==> src/rtl/lfsr_pkg.sv <==
// Shared types and constants for the LFSR sequencer.
package lfsr_pkg;

    localparam int unsigned MAX_LEN_DEF = 16;
    localparam int unsigned MIN_LEN     = 2;

    typedef enum logic [1:0] {
        IDLE = 2'd0,
        LOAD = 2'd1,
        STEP = 2'd2,
        OUT  = 2'd3
    } seq_state_t;

endpackage

==> src/rtl/LFSR_Fibonacci.sv <==
// Fibonacci LFSR: shifts left, feedback enters at bit 0, SHIFT_I+1 steps per enable.
module LFSR_Fibonacci #(
    parameter int unsigned MAX_LEN = 16
) (
    input  logic                       CLK_I,
    input  logic                       EN_I,
    input  logic                       LOAD_I,
    input  logic [MAX_LEN-1:0]         SEED_I,
    input  logic [$clog2(MAX_LEN)-1:0] SHIFT_I,
    input  logic [MAX_LEN:0]           POLY_I,
    input  logic [$clog2(MAX_LEN)-1:0] LEN_I,
    output logic [MAX_LEN-1:0]         DATA_O
);

    logic [MAX_LEN-1:0] state;
    logic [MAX_LEN-1:0] len_mask;
    logic [MAX_LEN-1:0] taps;
    logic [MAX_LEN-1:0] nxt;

    // POLY_I[0] is the implicit x^0 term; POLY_I[i] taps state bit i-1.
    logic poly_unused;
    assign poly_unused = POLY_I[0];

    // Next state after SHIFT_I+1 single-bit steps, confined to LEN_I bits.
    always_comb begin
        len_mask = '0;
        for (int i = 0; i < MAX_LEN; i++) begin
            len_mask[i] = (i < 32'(LEN_I));
        end
        taps = POLY_I[MAX_LEN:1] & len_mask;
        nxt  = state;
        for (int i = 0; i < MAX_LEN; i++) begin
            if (i <= 32'(SHIFT_I)) begin
                nxt = {nxt[MAX_LEN-2:0], ^(nxt & taps)} & len_mask;
            end
        end
    end

    always_ff @(posedge CLK_I) begin
        if (LOAD_I) begin
            state <= SEED_I;
        end else if (EN_I) begin
            state <= nxt;
        end
    end

    assign DATA_O = state;

endmodule

==> src/rtl/lfsr_seq_ctrl.sv <==
// Command-driven sequencer: loads the LFSR, steps it, and streams COUNT words with backpressure.
module lfsr_seq_ctrl
    import lfsr_pkg::*;
#(
    parameter int unsigned MAX_LEN = MAX_LEN_DEF,
    parameter int unsigned CNT_W   = 16
) (
    input  logic                       CLK_I,
    input  logic                       RST_I,
    input  logic                       CMD_VALID_I,
    output logic                       CMD_READY_O,
    input  logic [MAX_LEN-1:0]         CMD_SEED_I,
    input  logic [MAX_LEN:0]           CMD_POLY_I,
    input  logic [$clog2(MAX_LEN)-1:0] CMD_LEN_I,
    input  logic [$clog2(MAX_LEN)-1:0] CMD_SHIFT_I,
    input  logic [CNT_W-1:0]           CMD_COUNT_I,
    input  logic                       ABORT_I,
    output logic                       OUT_VALID_O,
    input  logic                       OUT_READY_I,
    output logic [MAX_LEN-1:0]         OUT_DATA_O,
    output logic                       OUT_LAST_O,
    output logic                       DONE_O,
    output logic                       ERR_O
);

    localparam int unsigned LW = $clog2(MAX_LEN);

    seq_state_t         state;
    logic [MAX_LEN-1:0] seed_q;
    logic [MAX_LEN:0]   poly_q;
    logic [LW-1:0]      len_q;
    logic [LW-1:0]      shift_q;
    logic [CNT_W-1:0]   rem_q;
    logic               done_q;
    logic               err_q;

    logic cmd_ok_c;
    logic accept_c;
    logic hs_c;
    logic lfsr_en_c;
    logic lfsr_load_c;

    assign cmd_ok_c    = (CMD_COUNT_I != '0) && (CMD_LEN_I >= LW'(MIN_LEN));
    assign accept_c    = CMD_VALID_I && CMD_READY_O;
    assign hs_c        = (state == OUT) && OUT_READY_I && !ABORT_I;
    assign lfsr_load_c = (state == LOAD);
    // A stalled consumer freezes the LFSR so the presented word stays put.
    assign lfsr_en_c   = (state == STEP) || (hs_c && (rem_q != CNT_W'(1)));

    assign CMD_READY_O = (state == IDLE) && !RST_I;
    assign OUT_VALID_O = (state == OUT);
    assign OUT_LAST_O  = (state == OUT) && (rem_q == CNT_W'(1));
    assign DONE_O      = done_q;
    assign ERR_O       = err_q;

    // Sequencer FSM, config registers and remaining-word counter.
    always_ff @(posedge CLK_I) begin
        if (RST_I) begin
            state   <= IDLE;
            seed_q  <= '0;
            poly_q  <= '0;
            len_q   <= '0;
            shift_q <= '0;
            rem_q   <= '0;
            done_q  <= 1'b0;
            err_q   <= 1'b0;
        end else begin
            done_q <= 1'b0;
            err_q  <= 1'b0;
            case (state)
                IDLE: begin
                    if (accept_c) begin
                        if (cmd_ok_c) begin
                            seed_q  <= CMD_SEED_I;
                            poly_q  <= CMD_POLY_I;
                            len_q   <= CMD_LEN_I;
                            shift_q <= CMD_SHIFT_I;
                            rem_q   <= CMD_COUNT_I;
                            state   <= LOAD;
                        end else begin
                            err_q <= 1'b1;
                        end
                    end
                end
                LOAD: state <= ABORT_I ? IDLE : STEP;
                STEP: state <= ABORT_I ? IDLE : OUT;
                OUT: begin
                    if (ABORT_I) begin
                        state <= IDLE;
                    end else if (OUT_READY_I) begin
                        rem_q <= rem_q - CNT_W'(1);
                        if (rem_q == CNT_W'(1)) begin
                            state  <= IDLE;
                            done_q <= 1'b1;
                        end
                    end
                end
                default: state <= IDLE;
            endcase
        end
    end

    LFSR_Fibonacci #(
        .MAX_LEN (MAX_LEN)
    ) u_lfsr (
        .CLK_I   (CLK_I),
        .EN_I    (lfsr_en_c),
        .LOAD_I  (lfsr_load_c),
        .SEED_I  (seed_q),
        .SHIFT_I (shift_q),
        .POLY_I  (poly_q),
        .LEN_I   (len_q),
        .DATA_O  (OUT_DATA_O)
    );

endmodule
==> config.mk <==
export PLATFORM = sky130hd
export DESIGN_NAME = lfsr_seq_ctrl
export DESIGN_NICKNAME = d
export VERILOG_FILES = /design/src/rtl/lfsr_pkg.sv /design/src/rtl/LFSR_Fibonacci.sv /design/src/rtl/lfsr_seq_ctrl.sv
export SDC_FILE = /design/constraint.sdc
export NUM_CORES = 1
export LEC_CHECK = 0
export BUFFER_PORTS_ARGS = -buffer_cell sky130_fd_sc_hd__buf_2
export CORE_ASPECT_RATIO = 0.9
export CORE_UTILIZATION = 48
export CTS_CLUSTER_SIZE = 25
export DETAILED_ROUTE_END_ITERATION = 16
export MAX_ROUTING_LAYER = met4
export PLACE_DENSITY = 0.66
export SLEW_MARGIN = 15
export SYNTH_ARGS = -nofsm -noshare
export SYNTH_HDL_FRONTEND = slang
export SYNTH_SLANG_ARGS = --single-unit
==> constraint.sdc <==
create_clock -name CLK_I -period 20.6 [get_ports CLK_I]
set_clock_uncertainty 0.2 [all_clocks]
set_input_delay 5.15 -clock CLK_I [delete_from_list [all_inputs] [get_ports CLK_I]]
set_output_delay 5.15 -clock CLK_I [all_outputs]
set_load 0.02 [all_outputs]
==> metrics <==
antenna violations before repair=0; Synthesis Warnings=0; total CTS buffers=9; Yosys cell types=110; Worst path most repeated cell=buf_2; syn nets=between 1500 and 2000; GP Congestion=between 0.9 and 1; post-synth top area share=0.0966; Detailed Route Iter0 Violations=1848; Clock Tree Buf Depth=2; Top FF cell, synth=dfxtp_1; WL/cell=approximately 23 um; layout cells sized above 1=0.109; Setup crit end kind=primary output; Mapped Cells=between 1500 and 2000; hold_buf cts=0; Die Span Y=between 150 and 200 um; worst-skew pair later-pin latency=0.34 ns; Sw Share=0.395; kind of critical path=in2out; post-synthesis cell area=about 12000 um2; Via density=between 6 and 7; final total power=roughly 490 uW; CP Max Fanout=59; count of pins over their slew limit=0; grt ovf=0; vias in the first global route=between 10000 and 15000; final worst path period share=0.569; P_int=a little under 300 uW; drt pass-1 iters=8; area of the die=roughly 26000 um2; hold crit path type=reg2reg; TritonCTS clock tree=yes; number of port buffers=80; first-pass GRT wire length=roughly 75000 um; MaxCap Viol Count=0; post-CTS sizing=0; slowest stage delay, CP=0.77 ns; RSZ-0062 raised after global routing=no; Post-synth ARST share=0; crit start category=primary input; outcome=finished, final reports clean; DRC=0; Post-CTS Setup Inserts=0; CTS H-tree lvls=3; row count=55; Initial Util=0.488; # diodes=0; Post-synth EDFFs=16; area grow syn2layout=5.64%; setup-violating endpoint count in the final report=0; max frequency=about 85 MHz; Hold Fails Final Rpt=0; worst hold slack=~0.26 ns; worst-margin pin slew=1.21 ns; P_leak=roughly 4.4 nW; final core occ=0.516; largest net degree at the start of global routing=60; WL final=around 49000 um; # IOs=83; Final ANT Viol Nets=0; Post-DP HPWL=roughly 37000 um; CP max-delay cell=buf_2; largest cells by area after synthesis=dfxtp_1, nand2_1, xnor2_1, a21oi_1, nor2_1; core area=between 20000 and 30000 um2; power share of the clock group=0.306; sequential share of power=0.350; Relative slew margins=0.192; Seq/Total Area, Yosys=0.136; Root Driver=clkbuf_16; Reg clk slew, reported paths=around 0.060 ns; GRT Total Usage=0.380; worst path arrival time=roughly 6.4 ns; synthesized flop and latch total=between 70 and 80; Vias=between 10000 and 15000; # nets final=about 1800; worst-path cell chain=buf_2 -> nor3_1 -> buf_2; Sum Neg Setup Slack=0 ns; worst vdd ir=between 30 and 40 uV; Final Critical Period=roughly 12 ns; Die Width=170 um; Syn Area/Cell=6.81 um2; TritonCTS Sinks=75; Synth area leader=dfxtp_1; power density cells=about 38 nW/um2; Comb pwr share=0.344; sw power=slightly below 200 uW; Worst Path Required=~15 ns
## final timing paths
check / from / endpoint / slack [ns] / cells after the start
worst min register to register: seed_q[7] / seed_q[7] / 0.26 / 2
worst max-delay path: RST_I / CMD_READY_O / 8.88 / 3
worst min-delay path: seed_q[7] / seed_q[7] / 0.26 / 2
worst max register to register: len_q[1] / u_lfsr.DATA_O[1] / 8.96 / 31
## metrics by stage
step	std cells	worst slack (ns)	cell area, um2
2_1_floorplan	1797	9.47	12200
3_3_place_gp	2099	8.91	12600
3_5_place_dp	2099	8.89	12600
4_1_cts	2115	8.89	12900
5_1_grt	2115	8.45	12900
6_report	2115	8.88	12900
## routing by layer
metal	global-route usage	up-vias	share of wire
li1	-	6587	-
met1	0.523	6836	0.43
met2	0.550	853	0.43
met3	0.0637	111	0.11
met4	0.147	0	0.038
met5	-	-	0
## flip-flops by register name (all words and copies together) (netlist names)
| register | count |
|---|---|
| ERR_O | 1 |
| u_lfsr.DATA_O | 16 |
| shift_q | 4 |
| DONE_O | 1 |
| poly_q | 15 |
| seed_q | 16 |
| state | 2 |
| len_q | 4 |
| rem_q | 16 |
## cells by family after synthesis
family / share of synthesized area
AND/OR/NAND/NOR: 0.279
AO/OA/AOI/OAI: 0.357
XOR/XNOR: 0.149
buffers and inverters: 0.0582
flip-flops: 0.136
multiplexers: 0.0179
adder cells (fa/ha/maj): 0.00205
## layout make-up
type	instances	area (um2)
multi-input combinational	1560	9880
clock buffer	11	243
tap	342	428
timing repair buffer	109	618
inverter	13	48.8
sequential	75	1660
clock inverter	5	36.3
fill	2591	12100
## cells in the mapped netlist (14+ instances only)
cell type,instances
xnor2_1,111
nor4_1,17
and2_1,24
a21oi_1,155
o21ai_0,104
a31oi_1,43
nor2_1,168
a21o_1,20
nor3_1,44
and3_1,19
o21a_1,19
o31ai_1,19
dfxtp_1,59
o22ai_1,19
clkbuf_1,109
a211oi_1,30
edfxtp_1,16
buf_2,23
nand2_1,308
xor2_1,33
or3_1,16
mux2i_1,14
xnor3_1,20
o211ai_1,35
nand3_1,65
## power groups by stage
stage	Clock [mW]	Sequential [mW]	Combinational (mW)
2_1_floorplan	0	0.169	0.119
3_3_place_gp	0	0.174	0.162
3_5_place_dp	0	0.174	0.164
4_1_cts	0.152	0.171	0.164
5_1_grt	0.159	0.172	0.181
6_report	0.151	0.172	0.169
## critical path: cells and delay by family
kind	cells	cell delay, ns
buf+inv	2	1.00
simple gates	1	0.19
## cell usage in the layout (no fill, tap or decap), types with 20 or more instances in the layout
cell type / n
a211oi_1: 29
and2_1: 24
xor2_1: 33
nor3_1: 43
a31oi_1: 43
buf_2: 80
xnor2_1: 111
a21oi_1: 155
o211ai_1: 35
o21ai_0: 102
dfxtp_1: 57
xnor3_1: 20
a21o_1: 20
buf_4: 29
nand3_1: 65
nor2_1: 167
nand2_1: 308
Power figures use the tool's default switching activity.
